--- src/rtl/icache_fill_ctrl.sv ---
// Instruction-cache line fill responder: queues up to two line requests,
// fetches each line as a bus burst and returns the assembled 256-bit line.
module icache_fill_ctrl #(
  parameter int BEAT_W = 32
) (
  input  logic              clk,
  input  logic              rst,
  input  logic              req_vld,
  input  logic [14:0]       req_addr,
  output logic              req_rd,
  output logic              bus_req,
  input  logic              bus_gnt,
  output logic [14:0]       bus_addr,
  input  logic              bus_rd_vld,
  input  logic [BEAT_W-1:0] bus_rd_data,
  output logic              mem_vld,
  output logic [255:0]      mem_data,
  output logic [14:0]       mem_addr
);

  localparam int NB = 256 / BEAT_W;
  localparam int CW = $clog2(NB);

  typedef enum logic [1:0] {IDLE, ARB, XFER} state_e;

  state_e          state_q, state_d;
  logic            act_v_q, act_v_d;
  logic            pend_v_q, pend_v_d;
  logic [9:0]      act_line_q, act_line_d;
  logic [9:0]      pend_line_q, pend_line_d;
  logic [CW-1:0]   cnt_q, cnt_d;
  logic [BEAT_W-1:0]            buf_q [NB-1];
  logic [(NB-1)*BEAT_W-1:0]     line_buf;

  logic [9:0] req_line;
  logic       dup;
  logic       accept;
  logic       beat;
  logic       last;
  logic       unused_ok;

  assign req_line  = req_addr[14:5];
  assign unused_ok = ^req_addr[4:0];
  assign dup       = (act_v_q && (req_line == act_line_q)) ||
                     (pend_v_q && (req_line == pend_line_q));
  assign req_rd    = req_vld & ~rst & (~pend_v_q | dup);
  assign accept    = req_rd & ~dup;
  assign beat      = (state_q == XFER) && bus_rd_vld;
  assign last      = beat && (cnt_q == CW'(NB - 1));

  always_comb begin
    state_d     = state_q;
    act_v_d     = act_v_q;
    act_line_d  = act_line_q;
    pend_v_d    = pend_v_q;
    pend_line_d = pend_line_q;
    cnt_d       = cnt_q;
    bus_req     = 1'b0;
    mem_vld     = 1'b0;

    if (last) begin
      if (pend_v_q) begin
        act_line_d = pend_line_q;
        pend_v_d   = 1'b0;
      end else begin
        act_v_d = 1'b0;
      end
    end

    // A request taken on the last beat with pending empty goes straight to active.
    if (accept) begin
      if (!act_v_q || last) begin
        act_v_d    = 1'b1;
        act_line_d = req_line;
      end else begin
        pend_v_d    = 1'b1;
        pend_line_d = req_line;
      end
    end

    case (state_q)
      IDLE: begin
        if (act_v_d) state_d = ARB;
      end
      ARB: begin
        bus_req = 1'b1;
        if (bus_gnt) begin
          state_d = XFER;
          cnt_d   = '0;
        end
      end
      XFER: begin
        bus_req = 1'b1;
        if (beat) cnt_d = cnt_q + 1'b1;
        if (last) begin
          mem_vld = 1'b1;
          state_d = act_v_d ? ARB : IDLE;
        end
      end
      default: state_d = IDLE;
    endcase

    if (rst) begin
      bus_req = 1'b0;
      mem_vld = 1'b0;
    end
  end

  always_ff @(posedge clk) begin
    if (rst) begin
      state_q     <= IDLE;
      act_v_q     <= 1'b0;
      pend_v_q    <= 1'b0;
      act_line_q  <= '0;
      pend_line_q <= '0;
      cnt_q       <= '0;
    end else begin
      state_q     <= state_d;
      act_v_q     <= act_v_d;
      pend_v_q    <= pend_v_d;
      act_line_q  <= act_line_d;
      pend_line_q <= pend_line_d;
      cnt_q       <= cnt_d;
    end
  end

  // The final beat bypasses the buffer, so only NB-1 beats are stored.
  generate
    for (genvar gi = 0; gi < NB - 1; gi++) begin : g_buf
      always_ff @(posedge clk) begin
        if (beat && (cnt_q == CW'(gi))) buf_q[gi] <= bus_rd_data;
      end
      assign line_buf[gi*BEAT_W +: BEAT_W] = buf_q[gi];
    end
  endgenerate

  assign mem_data = {bus_rd_data, line_buf};
  assign bus_addr = rst ? 15'd0 : {act_line_q, 5'b0};
  assign mem_addr = rst ? 15'd0 : {act_line_q, 5'b0};

endmodule

--- config.mk ---
export PLATFORM = sky130hd
export DESIGN_NAME = icache_fill_ctrl
export DESIGN_NICKNAME = d
export VERILOG_FILES = /design/src/rtl/icache_fill_ctrl.sv
export SDC_FILE = /design/constraint.sdc
export NUM_CORES = 1
export LEC_CHECK = 0
export ABC_AREA = 1
export BUFFER_PORTS_ARGS = -buffer_cell sky130_fd_sc_hd__buf_2
export CAP_MARGIN = 20
export CORE_ASPECT_RATIO = 0.8
export CORE_MARGIN = 10
export CORE_UTILIZATION = 40
export CTS_CLUSTER_SIZE = 14
export DETAILED_ROUTE_END_ITERATION = 10
export PLACE_DENSITY = 0.66
export SYNTH_ARGS = -nofsm -noshare
export SYNTH_HDL_FRONTEND = slang
export SYNTH_SLANG_ARGS = --single-unit
--- constraint.sdc ---
create_clock -name clk -period 6.9 [get_ports clk]
set_clock_uncertainty 0.2 [all_clocks]
set_input_delay 0.69 -clock clk [delete_from_list [all_inputs] [get_ports clk]]
set_output_delay 0.69 -clock clk [all_outputs]
set_load 0.005 [all_outputs]
==> flow_metrics.tcl <==
set metrics [dict create \
    status "finished, final reports clean" \
    swShare 0.219 \
    clock_power_share 0.397 \
    cts.sinks 251 \
    cp_slowest_cell "nor3_2" \
    yosysTopAreaCell "edfxtp_1" \
    grt_max_degree 30 \
    crit_chain "inv_1, ha_1, nand2_1, nor3_2, buf_4" \
    met3_usage 0.0518 \
    dp_hpwl_um 16600 \
    yosys-top-cells-area "edfxtp_1, dfxtp_1, buf_4" \
    die_y_um 153 \
    wire_per_inst_um 19.7 \
    start_kind "flip-flop" \
    vias_per_cell 4.45 \
    nNetsFinal 923 \
    drt-initial-drc-count 235 \
    grt_util_met2 0.254 \
    setup_violations 0 \
    ys_ff_latch 251 \
    coreArea_mm2 0.0217 \
    gr-max-usage-layer "met2" \
    maxCapViolCount 0 \
    cp_slowest_stage_delay_ns 0.79 \
    cp_data_arrival_time_ns 2.91 \
    clockBufferDepth 3 \
    synthCells 548 \
    yosysSeqAreaShare 0.820 \
    cts_inserted_buffers 25 \
    ys_warn_count 0 \
    irDropWorstVdd_mv 0.196 \
    area_growth_pct 28.3 \
    track_usage 0.152 \
    worstPathMaxFanout 23 \
    crit_type "reg -> reg" \
    ios 341 \
    via_count 5239 \
    synthDominantCellAreaShare 0.759 \
    cts_setup_buffers 0 \
    cts_hold_buf 0 \
    worst_pin_slew_ns 0.936 \
    ant_nets 0 \
    start_util 0.409 \
    cts_tree "done" \
    powerDensity_mw_per_mm2 286 \
    path_clk_slew_ns 0.06 \
    p_comb_frac 0.074 \
    grt_overflow 0 \
    syn_avg_cell_area_um2 16.2 \
    use_met1 0.187 \
    setup_tns_ns 0 \
    p_seq_frac 0.530 \
    intPower_mw 2.54 \
    fp.dieW_um 186 \
    slew_viol_final 0 \
    critPathTopFamily "simple AND/OR/NAND/NOR gates" \
    worstPathRequired_ns 6.86 \
    root_buffer "clkbuf_16" \
    cts_resized 0 \
    ys_types 28 \
    max_freq_mhz 339 \
    portBuffers 325 \
    grt_pass1_vias 5240 \
    htreeDepth 1 \
    insertion_delay_ns 0.51 \
    min_period_ns 2.95 \
    cellLeakagePower_nw 4.58 \
    antenna_found_initial 1 \
    hold_class "in -> reg" \
    rsz0062_at_grt "false" \
    drive_above_1_share 0.439 \
    cp_num_buf_inv 2 \
    endpoint_kind "flip-flop" \
    grt_first_pass_wirelength_um 33800 \
    drt-pass1-iter-count 5 \
    hold_viol 0 \
    worst_slack_ns 3.95 \
    die_area_mm2 0.0286 \
    routed_wl_um 23200 \
    slew_headroom 0.373 \
    pre_cts_ws_ns 3.83 \
    num_rows 48 \
    syn_area_mm2 0.00886 \
    switchingPower_uw 712 \
    globalplace.congestion 0.762 \
    drcViolationCount 0 \
    fin_crit_sh 0.428 \
]
==> stage by stage <==
stage,cells,hold slack (ns),utilization,area [um2],total power [mW]
6_report,1177,0.249,0.525,11400,3.26
5_1_grt,1176,0.244,0.525,11400,3.38
4_1_cts,1175,0.226,0.524,11400,3.29
3_5_place_dp,1132,0.298,0.488,10600,2.00
3_3_place_gp,1132,0.305,0.488,10600,2.00
2_1_floorplan,557,0.273,-,8900,1.90
==> area by class of cell <==
type	count	area [um2]
Antenna cell	1	2.50
Clock buffer	34	713
Clock inverter	9	72.6
Fill cell	1808	10300
Inverter	46	173
Multi-Input combinational cell	199	1060
Sequential cell	251	7270
Tap cell	300	375
Timing Repair Buffer	337	1720
==> logic make-up (layout without fill, tap and decap cells) <==
family          count (synthesis)  after routing  synth area share
fa+ha+maj                      11             11            0.0155
other cells                     1             11          0.000423
flops                         251            251             0.820
buf+inv                       107            426            0.0693
simple gates                  111            111            0.0531
xor+xnor                        7              7           0.00692
compound gates                 60             60            0.0350
==> placed cells by master, fill, tap and decap left out, types with 3 or more instances in the layout <==
cell type,n
inv_2,3
o21ai_1,6
clkbuf_16,27
nor3_2,5
clkbuf_1,5
ha_1,11
xnor2_1,6
edfxtp_1,224
a211oi_1,3
dfxtp_1,27
clkinv_2,4
buf_2,325
nor2_1,35
conb_1,10
clkinv_1,4
nor2_4,3
inv_1,42
nand3_1,7
buf_4,12
o21ai_0,27
a21oi_1,23
nand2_1,57
==> worst reg2reg max path, cell delays in order (launching register included) <==
cell	delay, ns
dfxtp_1	0.34
inv_1	0.11
ha_1	0.30
nand2_1	0.31
nor3_2	0.79
buf_4	0.52
==> per-layer routing <==
metal	vias up	wire length, um
li1	2493	-
met1	2470	9830
met2	245	11100
met3	31	1880
met4	0	374
met5	-	0
==> cells in the mapped netlist <==
library cell and number:
a211oi_1 3, a21oi_1 23, buf_1 2, buf_2 1
buf_4 52, buf_6 2, clkbuf_1 3, clkbuf_2 1
clkinv_1 1, conb_1 1, dfxtp_1 27, edfxtp_1 224
ha_1 11, inv_1 42, inv_2 3, nand2_1 57
nand3_1 7, nand4_1 1, nand4_4 1, nor2_1 36
nor2_4 2, nor3_1 6, nor4_1 1, o211ai_1 1
o21ai_0 27, o21ai_1 6, xnor2_1 6, xor2_1 1
==> power by group through the flow <==
stage | Combinational (mW) | Clock, mW | Sequential [mW]
after floorplan | 0.144 | 0 | 1.76
after global placement | 0.241 | 0 | 1.75
after detailed placement | 0.244 | 0 | 1.76
after CTS | 0.245 | 1.33 | 1.72
after global routing | 0.273 | 1.38 | 1.73
final | 0.240 | 1.29 | 1.72
==> sequential cells by signal, indices dropped and copies added, names as in the netlist <==
| name | count |
|---|---|
| buf_q | 224 |
| act_line_q | 10 |
| pend_line_q | 10 |
| cnt_q | 3 |
| state_q | 2 |
| act_v_q | 1 |
| pend_v_q | 1 |
==> final timing paths <==
path | startpoint | endpoint | slack, ns | cells past startpoint
worst min-delay path | bus_rd_data[14] | buf_q[6][14]$_DFFE_PP_ | 0.25 | 1
worst min register to register | state_q[1]$_SDFFE_PP0P_ | state_q[1]$_SDFFE_PP0P_ | 0.31 | 2
worst max-delay path | state_q[0]$_SDFFE_PP0P_ | buf_q[0][24]$_DFFE_PP_ | 3.95 | 5
worst max register to register | state_q[0]$_SDFFE_PP0P_ | buf_q[0][24]$_DFFE_PP_ | 3.95 | 5
No activity file was read; power rests on OpenSTA's default activity.
